File: src/rtl/seq_multiplier_if.sv
// Handshake bundle between a multiply requester and the sequential multiplier.
// The requester drives the master side and the multiplier sits on the slave side.
interface seq_multiplier_if #(
  parameter int unsigned WIDTH = 32
) ();

  logic             start;
  logic [1:0]       mul_type;
  logic [WIDTH-1:0] a_multiply;
  logic [WIDTH-1:0] b_multiply;
  logic [WIDTH-1:0] answer;
  logic             mul_done;
  logic             multiplier_ready;

  modport master (
    output start, mul_type, a_multiply, b_multiply,
    input  answer, mul_done, multiplier_ready
  );

  modport slave (
    input  start, mul_type, a_multiply, b_multiply,
    output answer, mul_done, multiplier_ready
  );

endinterface

File: src/rtl/seq_multiplier.sv
// Radix-2 shift-add multiplier with RISC-V M-extension result selection.
// Multiplies sign-stripped magnitudes, then fixes the sign before picking a half.
module seq_multiplier #(
  parameter int unsigned WIDTH = 32
) (
  input logic            clk,
  input logic            rst,
  seq_multiplier_if.slave bus
);

  localparam int unsigned CntW = $clog2(WIDTH) + 1;

  localparam logic [1:0] MulLo  = 2'b00;
  localparam logic [1:0] MulH   = 2'b01;
  localparam logic [1:0] MulHsu = 2'b10;

  typedef enum logic [1:0] {StIdle, StBusy, StFix, StDone} state_e;

  state_e               state_q, state_d;
  logic [1:0]           type_q, type_d;
  logic                 neg_q, neg_d;
  logic [WIDTH-1:0]     mcand_q, mcand_d;
  logic [WIDTH-1:0]     mplier_q, mplier_d;
  logic [2*WIDTH-1:0]   prod_q, prod_d;
  logic [CntW-1:0]      cnt_q, cnt_d;
  logic [WIDTH-1:0]     answer_q, answer_d;

  logic                 sign_a, sign_b;
  logic [WIDTH-1:0]     abs_a, abs_b;
  logic [WIDTH:0]       sum;
  logic [2*WIDTH-1:0]   res;

  always_comb begin
    state_d  = state_q;
    type_d   = type_q;
    neg_d    = neg_q;
    mcand_d  = mcand_q;
    mplier_d = mplier_q;
    prod_d   = prod_q;
    cnt_d    = cnt_q;
    answer_d = answer_q;

    // Only the operands that the selected type treats as signed contribute a sign.
    sign_a = bus.a_multiply[WIDTH-1] & ((bus.mul_type == MulH) || (bus.mul_type == MulHsu));
    sign_b = bus.b_multiply[WIDTH-1] & (bus.mul_type == MulH);
    abs_a  = sign_a ? -bus.a_multiply : bus.a_multiply;
    abs_b  = sign_b ? -bus.b_multiply : bus.b_multiply;

    sum = {1'b0, prod_q[2*WIDTH-1:WIDTH]} + (mplier_q[0] ? {1'b0, mcand_q} : '0);
    res = neg_q ? -prod_q : prod_q;

    case (state_q)
      StIdle: begin
        if (bus.start) begin
          type_d   = bus.mul_type;
          neg_d    = sign_a ^ sign_b;
          mcand_d  = abs_a;
          mplier_d = abs_b;
          prod_d   = '0;
          cnt_d    = '0;
          state_d  = StBusy;
        end
      end
      StBusy: begin
        // The add carry becomes the new MSB as the product shifts right.
        prod_d   = {sum, prod_q[WIDTH-1:1]};
        mplier_d = mplier_q >> 1;
        cnt_d    = cnt_q + CntW'(1);
        if (cnt_q == CntW'(WIDTH - 1)) begin
          state_d = StFix;
        end
      end
      StFix: begin
        answer_d = (type_q == MulLo) ? res[WIDTH-1:0] : res[2*WIDTH-1:WIDTH];
        state_d  = StDone;
      end
      StDone: begin
        state_d = StIdle;
      end
      default: begin
        state_d = StIdle;
      end
    endcase
  end

  always_ff @(posedge clk or negedge rst) begin
    if (!rst) begin
      state_q  <= StIdle;
      type_q   <= '0;
      neg_q    <= 1'b0;
      mcand_q  <= '0;
      mplier_q <= '0;
      prod_q   <= '0;
      cnt_q    <= '0;
      answer_q <= '0;
    end else begin
      state_q  <= state_d;
      type_q   <= type_d;
      neg_q    <= neg_d;
      mcand_q  <= mcand_d;
      mplier_q <= mplier_d;
      prod_q   <= prod_d;
      cnt_q    <= cnt_d;
      answer_q <= answer_d;
    end
  end

  assign bus.answer           = answer_q;
  assign bus.mul_done         = (state_q == StDone);
  assign bus.multiplier_ready = (state_q == StIdle);

endmodule

File: src/flat_wrapper.sv
// flat-port wrapper written by rule: the top's interface ports become plain ports
module seq_multiplier_flat 
#(
  parameter int unsigned WIDTH = 32
)
  (clk, rst, bus_start, bus_mul_type, bus_a_multiply, bus_b_multiply, bus_answer, bus_mul_done, bus_multiplier_ready);
  seq_multiplier_if #(.WIDTH(WIDTH)) bus_i ();
  input logic clk;
  input logic rst;
  input wire logic [$bits(bus_i.start)-1:0] bus_start;
  input wire logic [$bits(bus_i.mul_type)-1:0] bus_mul_type;
  input wire logic [$bits(bus_i.a_multiply)-1:0] bus_a_multiply;
  input wire logic [$bits(bus_i.b_multiply)-1:0] bus_b_multiply;
  output wire logic [$bits(bus_i.answer)-1:0] bus_answer;
  output wire logic [$bits(bus_i.mul_done)-1:0] bus_mul_done;
  output wire logic [$bits(bus_i.multiplier_ready)-1:0] bus_multiplier_ready;
  assign bus_i.start = bus_start;
  assign bus_i.mul_type = bus_mul_type;
  assign bus_i.a_multiply = bus_a_multiply;
  assign bus_i.b_multiply = bus_b_multiply;
  assign bus_answer = bus_i.answer;
  assign bus_mul_done = bus_i.mul_done;
  assign bus_multiplier_ready = bus_i.multiplier_ready;
  seq_multiplier #(.WIDTH(WIDTH)) u_core (.clk(clk), .rst(rst), .bus(bus_i));
endmodule
File: config.mk
export PLATFORM = sky130hd
export DESIGN_NAME = seq_multiplier_flat
export DESIGN_NICKNAME = d
export VERILOG_FILES = /design/src/rtl/seq_multiplier_if.sv /design/src/rtl/seq_multiplier.sv /design/src/flat_wrapper.sv
export SDC_FILE = /design/constraint.sdc
export NUM_CORES = 1
export LEC_CHECK = 0
export BUFFER_PORTS_ARGS = -buffer_cell sky130_fd_sc_hd__buf_2
export CORE_MARGIN = 4
export CORE_UTILIZATION = 30
export CTS_BUF_LIST = sky130_fd_sc_hd__clkbuf_4 sky130_fd_sc_hd__clkbuf_8
export DETAILED_ROUTE_END_ITERATION = 7
export PLACE_DENSITY = 0.49
export SLEW_MARGIN = 25
export SYNTH_ARGS = -nofsm -noshare
export SYNTH_HDL_FRONTEND = slang
export SYNTH_SLANG_ARGS = --single-unit
File: constraint.sdc
create_clock -name clk -period 4 [get_ports clk]
set_input_delay 0.8 -clock clk [delete_from_list [all_inputs] [get_ports clk]]
set_output_delay 0.8 -clock clk [all_outputs]
set_load 0.02 [all_outputs]
Word-level counts from Yosys, hierarchy flattened
Cells that the tools add are included.
{"block": "totals", "reg_bits": 171, "latchBits": 0, "ramBits": 0, "mem_bits_ro": 0, "input_bits": 69, "output_inout_bits": 34, "word_cells": 45, "n_memories": 0}
{"block": "classes", "add_sub_neg": 5, "n_mul": 0, "n_div": 0, "magnitude_cmp": 0, "n_eq_ne": 8, "n_shift": 0, "n_mux": 14, "bitwise_logic": 3, "n_reduce_logical": 7}
{"operator": "$mux W32", "n": 5}
{"operator": "$mux W64", "n": 2}
{"operator": "$pmux W64 S2", "n": 1}
{"operator": "$neg A32 Y32", "n": 2}
{"operator": "$neg A64 Y64", "n": 1}
{"operator": "$pmux W32 S2", "n": 1}
{"operator": "$add A32 B33 Y33", "n": 1}
{"operator": "$pmux W6 S2", "n": 1}
{"operator": "$pmux W2 S4", "n": 1}
{"operator": "$add A6 B1 Y6 const B", "n": 1}
{"operator": "$eq A2 B2 Y1 const B", "n": 3}
{"operator": "$eq A6 B5 Y1 const B", "n": 1}
{"operator": "$mux W6", "n": 1}
{"operator": "$reduce_and A2 Y1", "n": 3}
{"operator": "$eq A2 B1 Y1 const B", "n": 2}
{"operator": "$logic_not A2 Y1", "n": 2}
{"operator": "$mux W2", "n": 2}
{"operator": "$and A1 B1 Y1", "n": 2}
{"operator": "$ne A2 B1 Y1 const B", "n": 1}
{"operator": "$ne A2 B2 Y1 const B", "n": 1}
{"operator": "$reduce_bool A2 Y1", "n": 1}
{"operator": "$logic_or A1 B1 Y1", "n": 1}
{"operator": "$xor A1 B1 Y1", "n": 1}

Longest topological paths before layout
Gate-level depths: netlist (run 1).
{"block": "depth", "ltp_word": 5, "ltp_mapped": 11, "mapped_depth_nobuf": 11}

Worst setup path before layout (run 1)
No wires, ideal clock.
{"block": "synth_path", "kind": "register to register", "start": "register u_core.mplier_q[0]", "end": "register u_core.prod_q[57]", "setup_time_ns": 0.070, "arrival_time_ns": 2.789, "t_required_ns": 3.930, "slack_ns": 1.141, "path_stages_with_launch": 12, "path_buffers": 2, "synth_period_minus_slack_ns": 2.859, "cell_sequence": "dfrtp_1 -> clkbuf_1 -> and2_1 -> ha_1 -> clkbuf_1 -> nand4_1 -> or3_1 -> a2111oi_0 -> nand2b_1 -> nor2_1 -> or4_1 -> nand3_1"}
{"block": "synth_via", "elab_chain_cells": 3}
{"element": "start, declared", "line_no": "seq_multiplier.sv:23", "text": "logic [WIDTH-1:0] mplier_q, mplier_d;"}
{"element": "start signal, assigned", "line_no": "seq_multiplier.sv:101", "text": "mplier_q <= mplier_d;"}
{"element": "$mux W32", "line_no": "seq_multiplier.sv:49", "text": "sum = {1'b0, prod_q[2*WIDTH-1:WIDTH]} + (mplier_q[0] ? {1'b0, mcand_q} : '0);"}
{"element": "$add A32 B33 Y33", "line_no": "seq_multiplier.sv:49"}
{"element": "$pmux W64 S2", "line_no": "seq_multiplier.sv:52", "text": "case (state_q)"}
{"element": "end signal, assigned", "line_no": "seq_multiplier.sv:102", "text": "prod_q <= prod_d;"}
{"element": "end, declared", "line_no": "seq_multiplier.sv:24", "text": "logic [2*WIDTH-1:0] prod_q, prod_d;"}
No other way between the ends.
A chain may end at the register's enable or synchronous reset.

Worst setup path in the final report (run 1)
{"block": "layout_path", "start": "register u_core.mplier_q[0]", "end": "register u_core.prod_q[56]"}
Same word-level chain as after synthesis.

==> metrics.md, run 1 <==
| Metric | Value |
|---|---|
| Post-synth top area cell | `dfrtp_1` |
| Via count | `just under 10000` |
| Die Width | `203 um` |
| CTS tree | `yes` |
| Routed len/inst | `between 15 and 20 um` |
| Most common flop cell mapped by yosys | `dfrtp_1` |
| Post-synth EDFFs | `0` |
| Leakage | `~0.0054 uW` |
| Reg2reg start | `u_core.mplier_q[0]` |
| Net switching power | `around 4300 uW` |
| Worst rel slew slack | `0.389` |
| Post-layout min period | `3.39 ns` |
| RSZ-0062 raised after global routing | `false` |
| PwrDens | `between 600 and 700 nW/um2` |
| Comb pwr share | `0.528` |
| H-tree level count | `4` |
| Critical Path End Type | `flip-flop` |
| Io pins | `103` |
| Initial core utilization | `0.307` |
| Number of global-route vias before repair | `between 9000 and 10000` |
| Slew Limit Fails | `0` |
| Die ar. | `approximately 41000 um2` |
| First-pass GRT wire length | `approximately 56000 um` |
| Layout cells sized above 1 | `0.131` |
| R2R cell count | `9` |
| Clock Root Buffer | `clkbuf_8` |
| Fmax | `0.295 GHz` |
| Clk_skew | `~0.024 ns` |
| Iteration count of the initial detailed-routing pass | `5` |
| Largest cells by area after synthesis | `dfrtp_1 38%, o21ai_0 6.6%, xnor2_1 5.9%` |
| Mapped Area | `11400 um2` |
| Total CTS buffers | `17` |
| Synth Area per Inst | `approximately 9 um2` |
| R2R setup slack | `around 0.6 ns` |
| Crit-path leading delay family | `compound AO/OA/AOI/OAI gates` |
| Syn-to-layout area delta | `12.5%` |
| ANT nets after route | `0` |
| IO Port Bufs | `102` |
| Post-Syn Nets | `about 1400` |
| Maximum vdd drop | `around 320 uV` |
| Overflow left after global routing | `0` |
| Via-to-Cell Ratio | `approximately 5.2` |
| Share of synthesized registers carrying an async set or reset | `1.00` |
| R2r endpoint | `u_core.prod_q[56]` |
| CP Class | `flip-flop to flip-flop` |
| Clk network pwr share | `0.130` |
| Synth unique cells | `72` |
| Yosys Warn Count | `0` |
| Antenna violations before repair | `0` |
| Final hold viol count | `0` |
| Setup crit end | `u_core.prod_q[56]` |
| Register area share after synthesis | `0.377` |
| Most frequent cells in the layout | `170 x dfrtp_1, 149 x o21ai_0, 140 x nand2_1, 101 x buf_2, 77 x xnor2_1` |
| Layout Nets | `around 1500` |
| Cell internal pwr | `roughly 4500 uW` |
| CORE AREA | `approximately 37000 um2` |
| Most common cell after layout, fill and taps aside | `dfrtp_1` |
| # rows | `70` |
| Worst path depth | `9` |
| Largest net degree at the start of global routing | `a little over 70` |
| Sink Count | `around 170` |
| Routed WL | `34500 um` |
| # DRC | `0` |
| Sequential power share | `0.342` |
| Crit share post-route | `0.848` |
| Final Non-Filler Cells | `around 1900` |
| Initial DRC count | `~710` |
| Total GRT Usage | `0.167` |
| Critical Path Source | `u_core.mplier_q[0]` |
| Crit-path max cell delay | `roughly 0.60 ns` |
| Worst-path fanout max | `23` |
| Crit path cell chain | `and2_1 -> ha_1 -> o211ai_1 -> o21ai_1 -> a41oi_1 -> o31ai_1 -> a31oi_1 -> or4_1 -> nand3_1` |
| GP Congestion | `0.859` |
| Sw Ratio | `0.489` |
| Status | `completed` |
| Critical Path RT | `between 4 and 5 ns` |
| Worst setup SP type | `flip-flop` |
| Chip Height | `203 um` |
| Clock transition at path regs | `0.10 ns` |
| Setup TNS | `0 ns` |
| Worst skew pair latency | `0.48 ns` |
| Synth top area share | `0.377` |
| WP data arrival | `between 3 and 4 ns` |
| Final setup violation count | `0` |
| Worst-Margin Slew | `~0.9 ns` |
| Cells after synthesis | `between 1000 and 1500` |
| CP max stage cell | `dfrtp_1` |
| Placed Cells | `1854` |
| Max-cap violation count | `0` |
| Flops & latches, synth | `between 150 and 200` |
| Gates resized, CTS repair | `0` |
| Hold Buf Count CTS | `0` |
| Critical path buffer and inverter count | `0` |
| Post-DP HPWL | `about 26000 um` |
| Worst hold margin | `0.263 ns` |
| # Post-CTS Setup Buffers | `0` |
| HP Class | `input pin to async pin` |
| Max clock buf depth | `2` |
-- cell families after synthesis --
kind of cell	count (synthesis)	synth area share
flops	171	0.377
mux	15	0.0141
compound gates	424	0.241
fa+ha+maj	42	0.0469
buf+inv	102	0.0337
simple gates	408	0.182
xor+xnor	137	0.106
-- flip-flops by register name, indices dropped and copies added (netlist names) --
signal	cells
u_core.bus.answer	32
u_core.cnt_q	6
u_core.prod_q	64
u_core.type_q	2
u_core.state_q	2
u_core.mcand_q	32
u_core.neg_q	1
u_core.mplier_q	32
-- synthesized netlist by cell type, types with 5 or more instances --
master and instances:
dfrtp_1 171, o21ai_0 149, nand2_1 141, xnor2_1 77
a21oi_1 74, nor2_1 70, clkbuf_1 63, xor2_1 60
ha_1 41, and2_1 36, nor3_1 33, a22o_1 31
inv_1 30, a22oi_1 27, o31ai_1 20, or3_1 18
nand3_1 17, o22ai_1 15, nand4_1 14, nor4_1 14
or4_1 14, a221o_1 12, nand2b_1 12, o221ai_1 11
o41ai_1 11, nor2b_1 10, buf_1 8, mux2_2 8
o211ai_1 8, o21ai_1 8, a21o_1 7, mux2i_1 7
a31oi_1 6, o31a_1 6, or2_2 5
-- stage by stage --
step / cell area [um2] / util / total power [uW] / worst slack, ns
2_1_floorplan: 11400 / - / 6160 / 1.14
3_3_place_gp: 12400 / 0.336 / 7740 / 0.677
3_5_place_dp: 12400 / 0.336 / 7760 / 0.606
4_1_cts: 12800 / 0.345 / 8920 / 0.575
5_1_grt: 12800 / 0.345 / 9610 / 0.293
6_report: 12800 / 0.345 / 8880 / 0.609
-- power groups by stage --
stage | clock network [uW] | registers (uW) | logic, uW
floorplan | 0 | 2890 | 3270
global placement | 0 | 3060 | 4670
detailed placement | 0 | 3070 | 4690
CTS | 1190 | 3030 | 4700
global route | 1250 | 3120 | 5240
finish | 1150 | 3030 | 4690
-- how the worst min path moves through the flow --
stage	slack (ns)	end	start
detailed placement	0.47	u_core.mcand_q[16]	u_core.mcand_q[16]
global placement	0.46	u_core.mcand_q[14]	u_core.mcand_q[14]
finish	0.26	u_core.prod_q[24]	rst
floorplan	0.44	u_core.mcand_q[31]	u_core.mcand_q[31]
global route	0.28	u_core.prod_q[24]	rst
CTS	0.28	u_core.prod_q[24]	rst
-- routing by layer --
layer	GRT usage	part of all wire	up-vias
met4	0.0366	0.011	0
met2	0.253	0.44	208
met3	0.0238	0.037	27
li1	-	-	4887
met5	0	0	-
met1	0.253	0.52	4726
-- cell type report --
class | instances | area (um2)
tap | 504 | 631
timing repair buffer | 122 | 679
antenna | 1 | 2.50
inverter | 31 | 116
clock inverter | 12 | 95.1
sequential | 171 | 4280
clock buffer | 19 | 255
multi-input combinational | 1026 | 6710
fill | 3881 | 24200
No activity file was read; power rests on OpenSTA's default activity.
==> inputs of run 2 (changes only) <==
--- a/config.mk
+++ b/config.mk
@@ -5,12 +5,13 @@
 export SDC_FILE = /design/constraint.sdc
 export NUM_CORES = 1
 export LEC_CHECK = 0
+export ABC_AREA = 1
 export BUFFER_PORTS_ARGS = -buffer_cell sky130_fd_sc_hd__buf_2
 export CORE_MARGIN = 4
 export CORE_UTILIZATION = 30
 export CTS_BUF_LIST = sky130_fd_sc_hd__clkbuf_4 sky130_fd_sc_hd__clkbuf_8
 export DETAILED_ROUTE_END_ITERATION = 7
-export PLACE_DENSITY = 0.49
+export PLACE_DENSITY = 0.5
 export SLEW_MARGIN = 25
 export SYNTH_ARGS = -nofsm -noshare
 export SYNTH_HDL_FRONTEND = slang
==> constraint.sdc (replaced) <==
create_clock -name clk -period 2.8 [get_ports clk]
set_input_delay 0.56 -clock clk [delete_from_list [all_inputs] [get_ports clk]]
set_output_delay 0.56 -clock clk [all_outputs]
set_load 0.02 [all_outputs]
==> run 2 against run 1 <==
  * First-iteration DRC count is 35% higher
  * Synthesized cell count is 58% higher
  * Clock-buffer cell count stayed put
  * Cell area is 15% higher
  * Cell count is 45% higher
  * Hold slack worse by 0.21 ns
==> metrics.md, run 2 <==
| Metric | Value |
|---|---|
| IO Port Bufs | `roughly 100` |
| Routed WL | `43800 um` |
| Io pins | `103` |
| Synth Area per Inst | `~6.4 um2` |
| # rows | `76` |
| Number of global-route vias before repair | `roughly 13000` |
| Post-layout min period | `2.51 ns` |
| Largest net degree at the start of global routing | `slightly above 60` |
| Worst setup SP type | `flip-flop` |
| Fmax | `~0.40 GHz` |
| FF/Latch Area | `between 4000 and 5000 um2` |
| Status | `completed` |
| Most flops, register | `u_core.prod_q` |
| Crit share post-route | `0.896` |
| Post-DP HPWL | `about 35000 um` |
| Worst slack, placed | `roughly 0.32 ns` |
| Via count | `approximately 13000` |
| Post-Synth Simple-Gate Area | `0.365` |
| Clk_skew | `roughly 0.018 ns` |
| Most frequent cells in the layout | `577 x nand2_1, 269 x nor2_1, 261 x inv_1, 195 x nand3_1, 170 x dfrtp_1` |
| # Post-CTS Setup Buffers | `0` |
| Number of antenna diodes | `0` |
| Routed len/inst | `16.0 um` |
| Syn-to-layout area delta | `12.0%` |
| Overflow left after global routing | `0` |
| WP data arrival | `roughly 2.9 ns` |
| Flops & latches, synth | `171` |
| Max FFs per register | `between 60 and 70` |
| R2R setup slack | `about 0.3 ns` |
| Post-synth top cells | `578 x nand2_1, 270 x nor2_1, 262 x inv_1` |
| Initial core utilization | `0.304` |
| HP Class | `input pin to async pin` |
| # DRC | `0` |
| Post-Syn Nets | `between 2000 and 2500` |
| Post-synth EDFFs | `0` |
| Yosys Warn Count | `0` |
| Clock Root Buffer | `clkbuf_8` |
| RSZ-0062 raised after global routing | `false` |
| Chip Height | `~220 um` |
| Final setup violation count | `0` |
| Most common flop cell mapped by yosys | `dfrtp_1` |
| Fillers | `about 4900` |
| Setup ws final | `0.292 ns` |
| Synth top area share | `0.326` |
| Gates resized, CTS repair | `0` |
| Hold Buf Count CTS | `0` |
| Layout cells sized above 1 | `0.100` |
| Setup TNS | `0 ns` |
| Share of synthesized registers carrying an async set or reset | `1.00` |
| Max clock buf depth | `2` |
| Slew Limit Fails | `0` |
| Synth unique cells | `51` |
| Mapped Area | `13100 um2` |
| Via-to-Cell Ratio | `around 4.9` |
| Worst skew pair latency | `0.49 ns` |
| Total CTS buffers | `17` |
| Mux cell area share after synthesis | `0` |
| Layout Nets | `between 2000 and 2500` |
| Post-synth top area cell | `dfrtp_1` |
| Antenna violations before repair | `0` |
| Register area share after synthesis | `0.326` |
| Placed cell area | `approximately 14000 um2` |
| Worst rel slew slack | `0.312` |
| Most frequent cell after synthesis | `nand2_1` |
| Adder-Cell Fraction of Synth Area | `0.0406` |
| Max-cap violation count | `0` |
| CTS tree | `yes` |
| Iteration count of the initial detailed-routing pass | `5` |
| Most common cell after layout, fill and taps aside | `nand2_1` |
| CORE AREA | `about 43000 um2` |
| Design area | `around 15000 um2` |
| ANT nets after route | `0` |
| Initial DRC count | `approximately 960` |
| H-tree level count | `4` |
| Critical Path End Type | `flip-flop` |
| Critical Path RT | `roughly 3.2 ns` |
| Cells after synthesis | `between 2000 and 2500` |
| Largest family of logic cells by synthesized area | `simple AND/OR/NAND/NOR gates` |
| Fin util | `0.341` |
| Worst-path fanout max | `32` |
| First-pass GRT wire length | `70200 um` |
| Sink Count | `about 170` |
| Post-Synth XOR/XNOR Area | `0.0233` |
| Clock transition at path regs | `0.10 ns` |
| Die Width | `about 220 um` |
| Multi-input gate area | `between 7000 and 8000 um2` |
| CP Class | `flip-flop to flip-flop` |
| GP Congestion | `0.901` |
| Final hold viol count | `0` |
| Total GRT Usage | `0.185` |
| Largest cells by area after synthesis | `dfrtp_1 33%, nand2_1 17%, nor2_1 7.7%` |
| Post-synthesis compound-gate area fraction | `0.146` |
| Worst-Margin Slew | `around 1 ns` |
| Die ar. | `~47000 um2` |
==> run 2: metrics by stage <==
step / hold slack (ns) / cells
floorplan: 0.264 / 2051
global placement: 0.464 / 2702
detailed placement: 0.461 / 2702
CTS: 0.0453 / 2732
global route: 0.0644 / 2732
finish: 0.0544 / 2732
==> run 2: final cells by class <==
cell class                      count  area share
Timing Repair Buffer              127      0.0487
Sequential cell                   171       0.291
Clock inverter                     11     0.00936
Tap cell                          585      0.0498
Multi-Input combinational cell   1550       0.515
Inverter                          269      0.0687
Clock buffer                       19      0.0178
==> run 2: per-layer routing <==
layer | track usage | up-vias | wire [um]
met5 | 0 | - | 0
met4 | 0.0492 | 0 | 858
met3 | 0.0218 | 42 | 1770
met2 | 0.298 | 292 | 19600
met1 | 0.265 | 6176 | 21500
li1 | - | 6838 | -
==> run 2: critical path, cell delays in order (launching register included) <==
cell	delay, ns
dfrtp_1	0.36
buf_4	0.30
nand2_1	0.09
inv_1	0.08
ha_1	0.28
a21oi_1	0.23
o21ai_0	0.21
a21oi_1	0.16
nand2_1	0.16
or2_2	0.31
nand3_1	0.09
o21ai_0	0.09
==> run 2: path summary, 6_finish.rpt <==
kind,startpoint,end,cells after the start
max in group asynchronous,rst,u_core.mplier_q[23],2
min in group clk,bus_mul_type[0],u_core.type_q[0],3
setup reg to reg,u_core.mplier_q[0],u_core.prod_q[44],11
setup / recovery,u_core.mplier_q[0],u_core.prod_q[44],11
hold / removal,rst,u_core.prod_q[1],1
hold reg to reg,u_core.bus.answer[14],u_core.bus.answer[14],2
==> run 2: cell families after synthesis <==
| logic type | count (synthesis) |
|---|---|
| buffers and inverters | 330 |
| XOR/XNOR | 35 |
| AO/OA/AOI/OAI | 332 |
| adder cells (fa/ha/maj) | 42 |
| flip-flops | 171 |
| AND/OR/NAND/NOR | 1141 |
Power of run 2 is not shown: default switching activity piles up to over one toggle a cycle in this logic, so the estimate is an artifact.
